### src/rtl/opfetch_seq_if.sv
// Memory read bus and indexed-address adder handshake shared by the operand-fetch sequencer.
// master = sequencer side, slave = memory/adder side.
interface opfetch_seq_if;
    logic [15:0] mem_addr;
    logic        mem_rd;
    logic        mem_ack;
    logic [15:0] mem_rdata;
    logic        mc;
    logic [2:0]  adas;
    logic [15:0] calc_mdb;
    logic [15:0] sout;
    logic [15:0] dout;
    logic [15:0] calc_out;
    logic        calc_done;

    modport master (
        output mem_addr, mem_rd, mc, adas, calc_mdb, sout, dout,
        input  mem_ack, mem_rdata, calc_out, calc_done
    );

    modport slave (
        input  mem_addr, mem_rd, mc, adas, calc_mdb, sout, dout,
        output mem_ack, mem_rdata, calc_out, calc_done
    );
endinterface

### src/rtl/opfetch_seq.sv
// Format I operand-fetch sequencer: extension-word reads, indexed-address adder handshake
// and operand reads, producing src_op/dst_op for the execute stage.
module opfetch_seq #(
    parameter int CALC_TIMEOUT = 8
) (
    input  logic        clk,
    input  logic        rst,
    input  logic        start,
    input  logic [1:0]  as_mode,
    input  logic        ad_mode,
    input  logic [15:0] sreg_val,
    input  logic [15:0] dreg_val,
    input  logic [15:0] pc_val,
    output logic        pc_inc,
    output logic        sreg_inc,
    opfetch_seq_if.master bus,
    output logic [15:0] src_op,
    output logic [15:0] dst_op,
    output logic [15:0] dst_addr,
    output logic        dst_is_mem,
    output logic        busy,
    output logic        done,
    output logic        err
);
    localparam logic [2:0] IDLE   = 3'd0;
    localparam logic [2:0] S_EXT  = 3'd1;
    localparam logic [2:0] S_CALC = 3'd2;
    localparam logic [2:0] S_READ = 3'd3;
    localparam logic [2:0] D_EXT  = 3'd4;
    localparam logic [2:0] D_CALC = 3'd5;
    localparam logic [2:0] D_READ = 3'd6;
    localparam logic [2:0] DONE   = 3'd7;

    localparam int CW = $clog2(CALC_TIMEOUT + 1);

    logic [2:0]    state;
    logic [1:0]    as_q;
    logic          ad_q;
    logic [15:0]   sreg_q, dreg_q, src_addr, mdb_q;
    logic [CW-1:0] calc_cnt;

    assign busy         = (state != IDLE);
    assign done         = (state == DONE);
    assign bus.calc_mdb = mdb_q;

    always_ff @(posedge clk) begin
        if (rst) begin
            state      <= IDLE;
            as_q       <= '0;
            ad_q       <= 1'b0;
            sreg_q     <= '0;
            dreg_q     <= '0;
            src_addr   <= '0;
            mdb_q      <= '0;
            calc_cnt   <= '0;
            src_op     <= '0;
            dst_op     <= '0;
            dst_addr   <= '0;
            dst_is_mem <= 1'b0;
            err        <= 1'b0;
        end else begin
            // Counter only advances inside a calc state; it restarts at 0 on every entry.
            calc_cnt <= '0;
            case (state)
                IDLE: if (start) begin
                    as_q   <= as_mode;
                    ad_q   <= ad_mode;
                    sreg_q <= sreg_val;
                    dreg_q <= dreg_val;
                    case (as_mode)
                        2'b01: state <= S_EXT;
                        2'b10, 2'b11: begin
                            src_addr <= sreg_val;
                            state    <= S_READ;
                        end
                        default: begin
                            src_op <= sreg_val;
                            if (ad_mode) state <= D_EXT;
                            else begin
                                dst_op     <= dreg_val;
                                dst_is_mem <= 1'b0;
                                dst_addr   <= '0;
                                state      <= DONE;
                            end
                        end
                    endcase
                end
                S_EXT, D_EXT: if (bus.mem_ack) begin
                    mdb_q <= bus.mem_rdata;
                    state <= (state == S_EXT) ? S_CALC : D_CALC;
                end
                S_CALC, D_CALC: begin
                    // calc_done is ignored in the first cycle of a calc state.
                    if (calc_cnt != '0 && bus.calc_done) begin
                        if (state == S_CALC) begin
                            src_addr <= bus.calc_out;
                            state    <= S_READ;
                        end else begin
                            dst_addr   <= bus.calc_out;
                            dst_is_mem <= 1'b1;
                            state      <= D_READ;
                        end
                    end else if (calc_cnt == CW'(CALC_TIMEOUT - 1)) begin
                        err   <= 1'b1;
                        state <= IDLE;
                    end else begin
                        calc_cnt <= calc_cnt + CW'(1);
                    end
                end
                S_READ: if (bus.mem_ack) begin
                    src_op <= bus.mem_rdata;
                    if (ad_q) state <= D_EXT;
                    else begin
                        dst_op     <= dreg_q;
                        dst_is_mem <= 1'b0;
                        dst_addr   <= '0;
                        state      <= DONE;
                    end
                end
                D_READ: if (bus.mem_ack) begin
                    dst_op <= bus.mem_rdata;
                    state  <= DONE;
                end
                default: state <= IDLE;
            endcase
        end
    end

    // Bus strobes are decoded from state (and mem_ack) so a reset leaves them all low.
    always_comb begin
        bus.mem_rd   = 1'b0;
        bus.mem_addr = '0;
        bus.mc       = 1'b0;
        bus.adas     = '0;
        bus.sout     = '0;
        bus.dout     = '0;
        pc_inc       = 1'b0;
        sreg_inc     = 1'b0;
        case (state)
            S_EXT, D_EXT: begin
                bus.mem_rd   = 1'b1;
                bus.mem_addr = pc_val;
                pc_inc       = bus.mem_ack;
            end
            S_CALC: begin
                bus.mc   = 1'b1;
                bus.adas = 3'b001;
                bus.sout = sreg_q;
            end
            D_CALC: begin
                bus.mc   = 1'b1;
                bus.adas = 3'b100;
                bus.dout = dreg_q;
            end
            S_READ: begin
                bus.mem_rd   = 1'b1;
                bus.mem_addr = src_addr;
                sreg_inc     = bus.mem_ack && (as_q == 2'b11);
            end
            D_READ: begin
                bus.mem_rd   = 1'b1;
                bus.mem_addr = dst_addr;
            end
            default: ;
        endcase
    end
endmodule
### src/flat_wrapper.sv
// flat-port wrapper written by rule: the top's interface ports become plain ports
module opfetch_seq_flat 
#(
    parameter int CALC_TIMEOUT = 8
)
  (clk, rst, start, as_mode, ad_mode, sreg_val, dreg_val, pc_val, pc_inc, sreg_inc, src_op, dst_op, dst_addr, dst_is_mem, busy, done, err, bus_mem_addr, bus_mem_rd, bus_mc, bus_adas, bus_calc_mdb, bus_sout, bus_dout, bus_mem_ack, bus_mem_rdata, bus_calc_out, bus_calc_done);
  opfetch_seq_if bus_i ();
  input  logic clk;
  input  logic rst;
  input  logic start;
  input  logic [1:0] as_mode;
  input  logic ad_mode;
  input  logic [15:0] sreg_val;
  input  logic [15:0] dreg_val;
  input  logic [15:0] pc_val;
  output logic pc_inc;
  output logic sreg_inc;
  output logic [15:0] src_op;
  output logic [15:0] dst_op;
  output logic [15:0] dst_addr;
  output logic dst_is_mem;
  output logic busy;
  output logic done;
  output logic err;
  output wire logic [$bits(bus_i.mem_addr)-1:0] bus_mem_addr;
  output wire logic [$bits(bus_i.mem_rd)-1:0] bus_mem_rd;
  output wire logic [$bits(bus_i.mc)-1:0] bus_mc;
  output wire logic [$bits(bus_i.adas)-1:0] bus_adas;
  output wire logic [$bits(bus_i.calc_mdb)-1:0] bus_calc_mdb;
  output wire logic [$bits(bus_i.sout)-1:0] bus_sout;
  output wire logic [$bits(bus_i.dout)-1:0] bus_dout;
  input wire logic [$bits(bus_i.mem_ack)-1:0] bus_mem_ack;
  input wire logic [$bits(bus_i.mem_rdata)-1:0] bus_mem_rdata;
  input wire logic [$bits(bus_i.calc_out)-1:0] bus_calc_out;
  input wire logic [$bits(bus_i.calc_done)-1:0] bus_calc_done;
  assign bus_mem_addr = bus_i.mem_addr;
  assign bus_mem_rd = bus_i.mem_rd;
  assign bus_mc = bus_i.mc;
  assign bus_adas = bus_i.adas;
  assign bus_calc_mdb = bus_i.calc_mdb;
  assign bus_sout = bus_i.sout;
  assign bus_dout = bus_i.dout;
  assign bus_i.mem_ack = bus_mem_ack;
  assign bus_i.mem_rdata = bus_mem_rdata;
  assign bus_i.calc_out = bus_calc_out;
  assign bus_i.calc_done = bus_calc_done;
  opfetch_seq #(.CALC_TIMEOUT(CALC_TIMEOUT)) u_core (.clk(clk), .rst(rst), .start(start), .as_mode(as_mode), .ad_mode(ad_mode), .sreg_val(sreg_val), .dreg_val(dreg_val), .pc_val(pc_val), .pc_inc(pc_inc), .sreg_inc(sreg_inc), .bus(bus_i), .src_op(src_op), .dst_op(dst_op), .dst_addr(dst_addr), .dst_is_mem(dst_is_mem), .busy(busy), .done(done), .err(err));
endmodule
### config.mk
export PLATFORM = sky130hd
export DESIGN_NAME = opfetch_seq_flat
export DESIGN_NICKNAME = d
export VERILOG_FILES = /design/src/rtl/opfetch_seq_if.sv /design/src/rtl/opfetch_seq.sv /design/src/flat_wrapper.sv
export SDC_FILE = /design/constraint.sdc
export NUM_CORES = 1
export LEC_CHECK = 0
export ABC_AREA = 0
export CAP_MARGIN = 20
export CORE_ASPECT_RATIO = 0.6
export CORE_MARGIN = 4
export CORE_UTILIZATION = 50
export DETAILED_ROUTE_END_ITERATION = 6
export GPL_TIMING_DRIVEN = 0
export PLACE_DENSITY_LB_ADDON = 0.25
export REMOVE_ABC_BUFFERS = 1
export SLEW_MARGIN = 0
export SYNTH_ARGS = -nofsm -noshare
export SYNTH_HDL_FRONTEND = slang
export SYNTH_SLANG_ARGS = --single-unit
### constraint.sdc
create_clock -name clk -period 3.3 [get_ports clk]
set_input_delay 0.495 -clock clk [delete_from_list [all_inputs] [get_ports clk]]
set_output_delay 0.495 -clock clk [all_outputs]
set_load 0.01 [all_outputs]
==> results.md <==
- DR WL/cell: 18.4 um
- GRT overflow: 0
- Max clock buf depth: 2
- Worst hold slack: 0.447 ns
- Min-Delay Path Class: reg -> reg
- Multi-input gate area: around 3400 um2
- GPL Wtd Cong: 0.853
- Peak Freq: 321 MHz
- Pwr/cell area: 762 nW/um2
- Register bit count reported by yosys: 124
- Num ports: 211
- Final Max Tran Viols: 0
- Core area: ~12000 um2
- CTS Hold Bufs: 0
- Max incr delay on CP: between 0.5 and 0.6 ns
- EDFF count, synth: 0
- Number of distinct library cells after synthesis: 52
- HPWL Detailed: 13600 um
- Total Power: slightly below 7 mW
- Post-route setup slack: 0.180 ns
- Clock slew at reported path FFs: 0.05 ns
- Critical path endpoint category: output pin
- Clk_lat worst skew: between 0.4 and 0.5 ns
- Number of global-route vias before repair: 5986
- Worst slew pin tran: 0.973 ns
- Dpl ws: -0.510 ns
- Fill cells: 910
- I/O Buffers: 209
- RSZ-0062 raised after global routing: false
- Setup Viol. Count Final: 0
- Mapped Area: 6200 um2
- Sequence of cells on the critical path: or3b_1 -> clkinv_2 -> nor2_4 -> inv_6 -> clkdlybuf4s50_1
- Ys flop type: dfxtp_1
- Crit path kind: reg -> out
- Gr usage total: 28.5%
- DRT Pass-1 Iters: 7
- Seq/Total Area, Yosys: 40.1%
- H-tree depth: 4
- Max_cap viols: 0
- Worst rel slew slack: a little over a third
- Nets: 1032
- Die H: about 94 um
- Starting Density: approximately half
- FF-to-FF setup slack: 0.56 ns
- Final Skew: 0.0132 ns
- Clk root buf: clkbuf_16
- Area taken by flip-flops and latches: 2490 um2
- Final Instance Area: ~9000 um2
- Final antenna-violating net count: 0
- First-pass GRT wire length: 32000 um
- Cell Area, Placed: between 8000 and 9000 um2
- Async S/R FF share, synth: 0%
- CP Launch Type: flop
- Worst EP required: around 2.8 ns
- DRC Markers: 0
- WP buf/inv: 3
- CP top delay family: buffers and inverters
- TritonCTS Buffers: 17
- Total die area: 14300 um2
- Die Width: 152 um
- Via Count: about 6400
- Inst Count DP: between 1000 and 1500
- Syn Inst Count: 768
- Worst EP arrival: roughly 2.6 ns
- Clk sinks: 124
- Final hold violation count: 0
- Crit-path max FO: 34
- Layout cells sized above 1: 9.01%
- N_diodes: 0
- Max VDD drop: slightly above 500 uV
- Syn. warnings: 0
- Leakage: 3.35 nW
- Final TNS setup: 0 ns
- Final wirelength: 20600 um
- Largest net degree at the start of global routing: about 90
- Final Core Density: 74.6%
- CP max stage cell: clkdlybuf4s50_1
- Vias per cell: 5.68
- Mean post-synth cell area: around 8.1 um2
- Status: complete, no violations
- Row count: 31
- Iteration-0 DRC Markers: between 400 and 500
- Initial antenna violation count: 0
- CTS tree: built
- Area grow syn2layout: 45.7%
- Final period utilization: a little over nine tenths
- Minimum clock period: roughly 3.1 ns
- Final Non-Filler Cells: 1120
[placed cells by master (no fill, tap or decap), types with 4 or more instances in the layout]
master / synthesis / layout
nor2b_1: 35 / 35
inv_1: 6 / 6
a311oi_1: 23 / 23
nand3_1: 35 / 35
a32oi_1: 16 / 16
a311oi_2: 10 / 10
mux2i_1: 32 / 32
dfxtp_1: 124 / 121
nand2_1: 155 / 155
clkinv_2: 0 / 6
buf_16: 0 / 6
mux2_2: 16 / 16
buf_4: 7 / 4
clkdlybuf4s50_1: 0 / 208
a21oi_1: 89 / 89
clkbuf_16: 0 / 17
o22ai_1: 16 / 16
nor2_1: 54 / 54
and2_1: 34 / 34
[sequential cells by signal, summed over array words and instances, names as in the netlist]
register,flops
u_core.dreg_q,16
u_core.sreg_q,16
u_core.as_q,2
u_core.dst_op,16
u_core.err,1
u_core.dst_addr,16
u_core.dst_is_mem,1
u_core.src_op,16
u_core.bus.calc_mdb,16
u_core.src_addr,16
u_core.calc_cnt,4
u_core.ad_q,1
u_core.state,3
[worst min-delay path: stages (launching register included)]
cell and delay (ns):
dfxtp_1 0.30, nand2_1 0.05, a21oi_1 0.05
[area by class of cell]
type	count	share of cell area (%)
Clock buffer	21	5.10
Sequential cell	124	27.6
Tap cell	165	2.29
Multi-Input combinational cell	567	37.4
Clock inverter	11	1.32
Timing Repair Buffer	222	25.8
Inverter	10	0.485
[cells by family (layout without fill, tap and decap cells)]
family,Yosys count,in the layout,share of synthesized area [%]
AND/OR/NAND/NOR,335,335,25.2
other,1,1,0.0605
adder cells (fa/ha/maj),2,2,0.404
XOR/XNOR,2,2,0.283
flip-flops,124,124,40.1
AO/OA/AOI/OAI,179,179,20.2
buffers and inverters,77,264,5.77
multiplexers,48,48,8.08
[report_power, final]
group / switching [mW] / internal, mW / total [mW]
Clock: 0.678 / 1.15 / 1.82
Combinational: 1.61 / 1.39 / 3.00
Sequential: 0.255 / 1.80 / 2.05
[synthesized netlist by cell type (3+ instances only)]
library cell	n	area [um2]
nand2_1	155	582
dfxtp_1	124	2480
a21oi_1	89	445
nor2_1	54	203
nand3_1	35	175
nor2b_1	35	219
and2_1	34	213
clkbuf_1	33	124
mux2i_1	32	320
a311oi_1	23	201
a32oi_1	16	140
buf_2	16	80.1
mux2_2	16	180
o22ai_1	16	100
a311oi_2	10	150
buf_1	8	30.0
buf_4	7	52.6
inv_1	6	22.5
a211oi_1	4	30.0
a31oi_1	3	18.8
and3_1	3	18.8
buf_6	3	33.8
nand2b_1	3	18.8
nand3b_1	3	22.5
nor3_1	3	15.0
o21ai_0	3	15.0
[routing by layer]
layer  GRT usage [%]  share of wire (%)
met1            38.7                 44
met2            45.2                 45
met3            6.75                9.3
met4            8.30                1.3
met5               0                  0
[timing repair]
action,in CTS,in global routing
endpoints found under the hold margin,0,0
pin swaps,3,0
buffers inserted,4,1
resized for setup,8,0
setup endpoints to repair,36,1
[final timing paths]
path / from / to / cells past startpoint
setup / recovery: u_core.state[1]$_SDFFE_PP0P_ / bus_mc / 5
hold / removal: u_core.sreg_q[15]$_SDFFE_PP0P_ / u_core.sreg_q[15]$_SDFFE_PP0P_ / 2
setup reg to reg: u_core.state[0]$_SDFFE_PP0P_ / u_core.dst_op[11]$_SDFFE_PP0P_ / 3
hold reg to reg: u_core.sreg_q[15]$_SDFFE_PP0P_ / u_core.sreg_q[15]$_SDFFE_PP0P_ / 2
Power figures use the tool's default switching activity.
